**config.mk**
```make
export PLATFORM = sky130hd
export DESIGN_NAME = contador_descendente_flat
export DESIGN_NICKNAME = d
export VERILOG_FILES = /design/src/rtl/contador_descendente_if.sv /design/src/rtl/contador_descendente.sv /design/src/flat_wrapper.sv
export SDC_FILE = /design/constraint.sdc
export NUM_CORES = 1
export LEC_CHECK = 0
export ABC_CLOCK_PERIOD_IN_PS = 2020
export CAP_MARGIN = 25
export CORE_MARGIN = 2
export CORE_UTILIZATION = 45
export DETAILED_ROUTE_END_ITERATION = 8
export GPL_ROUTABILITY_DRIVEN = 0
export GPL_TIMING_DRIVEN = 0
export HOLD_SLACK_MARGIN = 0.12
export PLACE_DENSITY = 0.73
export SKIP_CTS_REPAIR_TIMING = 1
export SLEW_MARGIN = 20
export SYNTH_ARGS = -nofsm -noshare
export SYNTH_HDL_FRONTEND = slang
export SYNTH_SLANG_ARGS = --single-unit
export TNS_END_PERCENT = 10
```
**constraint.sdc**
```tcl
create_clock -name clk -period 2.02 [get_ports clk]
set_input_delay 0.404 -clock clk [delete_from_list [all_inputs] [get_ports clk]]
set_output_delay 0.404 -clock clk [all_outputs]
set_load 0.02 [all_outputs]
```
**src/rtl/contador_descendente_if.sv**
```systemverilog
// Bus bundle for contador_descendente: control, load data and the count/status outputs.
// The master drives the controls and the slave (the counter) drives the status.
interface contador_descendente_if #(
    parameter int WIDTH = 4
);
    logic             enable;
    logic             count;
    logic             load;
    logic [WIDTH-1:0] dato;
    logic             auto_reload;
    logic [WIDTH-1:0] salida;
    logic             activo;
    logic             cero;

    modport master (
        output enable, count, load, dato, auto_reload,
        input  salida, activo, cero
    );

    modport slave (
        input  enable, count, load, dato, auto_reload,
        output salida, activo, cero
    );
endinterface

```
**src/rtl/contador_descendente.sv**
```systemverilog
// Loadable down counter/timer with a one-cycle terminal-count pulse and optional auto-reload.
// Optional feature macro CONTADOR_DESCENDENTE_WRAP_EN: a count in IDLE at zero restarts from all-ones.
module contador_descendente #(
    parameter int WIDTH = 4
) (
    input  logic                  clk,
    input  logic                  rst_n,
    contador_descendente_if.slave bus
);

    // The state bits are the status outputs: bit 0 is activo and bit 1 is cero.
    typedef enum logic [1:0] {
        IDLE = 2'b00,
        RUN  = 2'b01,
        DONE = 2'b10
    } state_t;

    state_t           state;
    logic [WIDTH-1:0] salida;
    logic [WIDTH-1:0] recarga;

    // NOTE: sequential state is written with <= so every flop samples pre-edge values.
    always_ff @(posedge clk or negedge rst_n) begin
        if (!rst_n) begin
            // NOTE: every register, recarga included, has an async reset value.
            state   <= IDLE;
            salida  <= '0;
            recarga <= '0;
        end else if (bus.enable && bus.load) begin
            salida  <= bus.dato;
            recarga <= bus.dato;
            state   <= (bus.dato != '0) ? RUN : DONE;
        end else if (state == DONE) begin
            // DONE always lasts one clock, whatever enable and count are doing.
            if (bus.auto_reload && (recarga != '0)) begin
                salida <= recarga;
                state  <= RUN;
            end else begin
                state <= IDLE;
            end
        end else if (bus.enable && bus.count) begin
            unique case (state)
                RUN: begin
                    salida <= salida - WIDTH'(1);
                    if (salida == WIDTH'(1)) begin
                        state <= DONE;
                    end
                end
                IDLE: begin
`ifdef CONTADOR_DESCENDENTE_WRAP_EN
                    if (salida == '0) begin
                        salida <= '1;
                        state  <= RUN;
                    end
`else
                    state <= IDLE;
`endif
                end
                default: state <= IDLE;
            endcase
        end
    end

    assign bus.salida = salida;
    assign bus.activo = state[0];
    assign bus.cero   = state[1];

endmodule

```
**src/flat_wrapper.sv**
```systemverilog
// flat-port wrapper written by rule: the top's interface ports become plain ports
module contador_descendente_flat 
#(
    parameter int WIDTH = 4
)
  (clk, rst_n, bus_enable, bus_count, bus_load, bus_dato, bus_auto_reload, bus_salida, bus_activo, bus_cero);
  contador_descendente_if #(.WIDTH(WIDTH)) bus_i ();
  input  logic clk;
  input  logic rst_n;
  input wire logic [$bits(bus_i.enable)-1:0] bus_enable;
  input wire logic [$bits(bus_i.count)-1:0] bus_count;
  input wire logic [$bits(bus_i.load)-1:0] bus_load;
  input wire logic [$bits(bus_i.dato)-1:0] bus_dato;
  input wire logic [$bits(bus_i.auto_reload)-1:0] bus_auto_reload;
  output wire logic [$bits(bus_i.salida)-1:0] bus_salida;
  output wire logic [$bits(bus_i.activo)-1:0] bus_activo;
  output wire logic [$bits(bus_i.cero)-1:0] bus_cero;
  assign bus_i.enable = bus_enable;
  assign bus_i.count = bus_count;
  assign bus_i.load = bus_load;
  assign bus_i.dato = bus_dato;
  assign bus_i.auto_reload = bus_auto_reload;
  assign bus_salida = bus_i.salida;
  assign bus_activo = bus_i.activo;
  assign bus_cero = bus_i.cero;
  contador_descendente #(.WIDTH(WIDTH)) u_core (.clk(clk), .rst_n(rst_n), .bus(bus_i));
endmodule
```
==> results.json <==
{
  "synth.yosys.seq_area_share_pct": 37.4,
  "power.leakage_uw": 0.000358,
  "critPathRequiredTime_ns": 1.62,
  "vias": 609,
  "leading_cell_type_in_the_layout_fill_and_taps_excluded": "sky130_fd_sc_hd__clkdlybuf4s50_1",
  "routed_wl_mm": 1.46,
  "diodes": 0,
  "worstSkewPairLatency_ns": 0.26,
  "transition_time_of_the_tightest_slew_check_pin_ns": 0.478,
  "worst_ep_arrival_time_ns": 1.33,
  "grt_use_met3_pct": 7.76,
  "power.ir.vdd_worst_mv": 0.581,
  "cell_by_cell_trace_of_the_critical_path": "clkdlybuf4s50_1",
  "synth_top_cell_area_share_pct": 37.4,
  "cts_sinks": 10,
  "sequential_cell_area_sq_um": 250,
  "crit_path_top_delay_cell": "sky130_fd_sc_hd__clkdlybuf4s50_1",
  "critical_path.endpoint_type": "output pin",
  "hold_viol": 0,
  "final_max_slew_viol_count": 0,
  "period_share_pct": 85.6,
  "worst_setup_sp": "u_core.bus.salida[0]$_DFFE_PN0P_",
  "row_count": 13,
  "run_status": "completed",
  "detailed_place_hpwl_mm": 1.17,
  "path_depth": 1,
  "clockPowerShare_pct": 14.6,
  "detailedRoute.firstIterationViolations": 6,
  "core-area_sq_mm": 0.00135,
  "p_int_uw": 554,
  "area_enclosed_by_the_die_boundary_sq_mm": 0.00181,
  "vias_in_the_first_global_route": 552,
  "yosys_register_bits": 10,
  "tritoncts": "done",
  "crit_buf_inv": 1,
  "synth_area_leader_cell": "sky130_fd_sc_hd__dfrtp_1",
  "layout-area-overhead-vs-synth_pct": 28.6,
  "crit_family": "buffers and inverters",
  "ant_nets": 0,
  "route.detailed.vias_per_inst": 5.91,
  "synth_cells": 70,
  "max-clock-path-buffers": 2,
  "r2r-end": "u_core.bus.salida[0]$_DFFE_PN0P_",
  "ys_top_cells_by_area": "sky130_fd_sc_hd__dfrtp_1 (37%), sky130_fd_sc_hd__ha_1 (7.5%), sky130_fd_sc_hd__nand2_1 (5.0%)",
  "whs_ns": 0.462,
  "synth_area_per_inst_sq_um": 9.56,
  "design.portCount": 16,
  "category_of_the_most_critical_setup_path": "reg2out",
  "slew-limit-headroom_pct": 68.1,
  "nFillCells": 125,
  "sw_frac_of_total_pct": 38.8,
  "reg2reg_slack_ns": 0.33,
  "seqPwrFrac_pct": 35.6,
  "final.setup.tns_ns": 0,
  "ff2ff_path_depth": 6,
  "die_width_microns": 42.6,
  "numPortBuffers": 15,
  "chipHeight_microns": 42.6,
  "path_clk_slew_ns": 0.06,
  "report.final.setup_viol": 0,
  "skew_ns": 0.00895,
  "synthesis.nets": 84,
  "detail_route.first_pass.iterations": 4,
  "grt_util_all_layers_pct": 19.1,
  "cp-start-kind": "flop",
  "overflow": 0,
  "drt-wirelength-per-cell_microns": 14.2,
  "multi_input_area_sq_um": 392,
  "worstPathMaxFanout": 5,
  "max_cap_viol_count": 0,
  "power-per-cell-area_mw_per_mm2": 1050,
  "cts_inserted_buffers": 3,
  "wire_length_of_the_first_global_routing_pass_mm": 2.50,
  "post_synth_instance_area_sq_um": 669,
  "post-route-drc-count": 0,
  "hp-class": "in2async",
  "number_of_distinct_standard_cells_referenced_by_the_synthesized_netlist": 29,
  "antenna_found_initial": 0,
  "net-switching-power_uw": 351,
  "worstSetupEndpoint": "bus_salida[0]",
  "post_layout_net_count": 104,
  "clock_tree.root_cell": "sky130_fd_sc_hd__clkbuf_4",
  "grt_max_degree": 11,
  "grt_setup_unrepaired": "false",
  "timing.critical_path.slowest_cell_delay_ns": 0.63,
  "global_route.usage.met1_pct": 23.0,
  "yosys_warnings": 0,
  "cts_htree_levels": 1,
  "most-common-layout-cells": "sky130_fd_sc_hd__clkdlybuf4s50_1 (15), sky130_fd_sc_hd__dfrtp_1 (10), sky130_fd_sc_hd__nand2_1 (9)",
  "reg2reg_from": "u_core.state[1]$_DFFE_PN0P_",
  "share_of_post_route_cells_with_drive_strength_above_1_pct": 15.9,
  "peak_usage_layer_in_the_global_routing_report": "met2",
  "start_util_pct": 49.6,
  "finalCriticalPeriod_ns": 1.73,
  "share_comb_of_total_power_pct": 49.9,
  "gr-usage-met2_pct": 30.2,
  "max_clock_freq_mhz": 578
}
logic make-up after synthesis:
logic type	share of synthesized area [%]
AO/OA/AOI/OAI	23.2
XOR/XNOR	1.31
adder cells (fa/ha/maj)	7.48
buffers and inverters	4.11
flip-flops	37.4
multiplexers	5.05
AND/OR/NAND/NOR	21.5
final cells by class:
| class | count | share of cell area (%) |
|---|---|---|
| clock buffer | 3 | 2.62 |
| tap | 15 | 2.18 |
| inverter | 4 | 1.74 |
| timing repair buffer | 15 | 17.4 |
| sequential | 10 | 29.1 |
| multi-input combinational | 54 | 45.5 |
| buffer | 2 | 1.45 |
flip-flops by register name, indices dropped and copies added, names as in the netlist:
signal / flops
u_core.state: 2
u_core.recarga: 4
u_core.bus.salida: 4
per-layer routing:
layer	wire length [microns]	share of wire, %	up-vias
met3	89	6.1	2
met1	661	45	289
met5	0	0	-
met4	15	1.0	0
li1	-	-	292
met2	696	48	26
through the flow:
stage	worst slack, ns	power [uW]	instance area (sq um)	util, %	instances
floorplan	0.318	604	669	-	70
finish	0.290	905	861	63.8	103
global placement	0.179	766	838	62.1	100
CTS	0.270	916	861	63.8	103
detailed placement	0.145	779	838	62.1	100
global route	0.211	983	861	63.8	103
cells in the mapped netlist, drive strengths merged:
cell and number:
o31ai 1, a21oi 5, inv 4, nor3b 1, o2111ai 1, o211ai 1
xor2 1, a31oi 1, ha 4, nand2 10, o22a 1, o21a 3
o32ai 1, o21ai 5, nor3 3, dfrtp 10, mux2 3, nor2 4
or3b 1, o32a 1, nand2b 1, buf 2, nand3 2, nor2b 1
nor4 2, nand3b 1
worst min-delay path by stage:
stage / from / to / slack [ns] / depth (start not counted)
after floorplan: rst_n / u_core.bus.salida[0]$_DFFE_PN0P_ / 0.11 / 0
after global placement: u_core.recarga[3]$_DFFE_PN0P_ / u_core.recarga[3]$_DFFE_PN0P_ / 0.54 / 2
after detailed placement: u_core.recarga[3]$_DFFE_PN0P_ / u_core.recarga[3]$_DFFE_PN0P_ / 0.55 / 2
after CTS: rst_n / u_core.bus.salida[3]$_DFFE_PN0P_ / 0.47 / 1
after global routing: rst_n / u_core.bus.salida[3]$_DFFE_PN0P_ / 0.49 / 1
final: rst_n / u_core.bus.salida[3]$_DFFE_PN0P_ / 0.46 / 1
power groups by stage:
stage,Clock [uW],Sequential (uW),Combinational [uW]
after CTS,140,323,454
after global routing,151,334,498
after global placement,0,325,441
final,132,322,452
after floorplan,0,372,232
after detailed placement,0,326,453
Note: power is estimated with default switching activity, not from simulation.
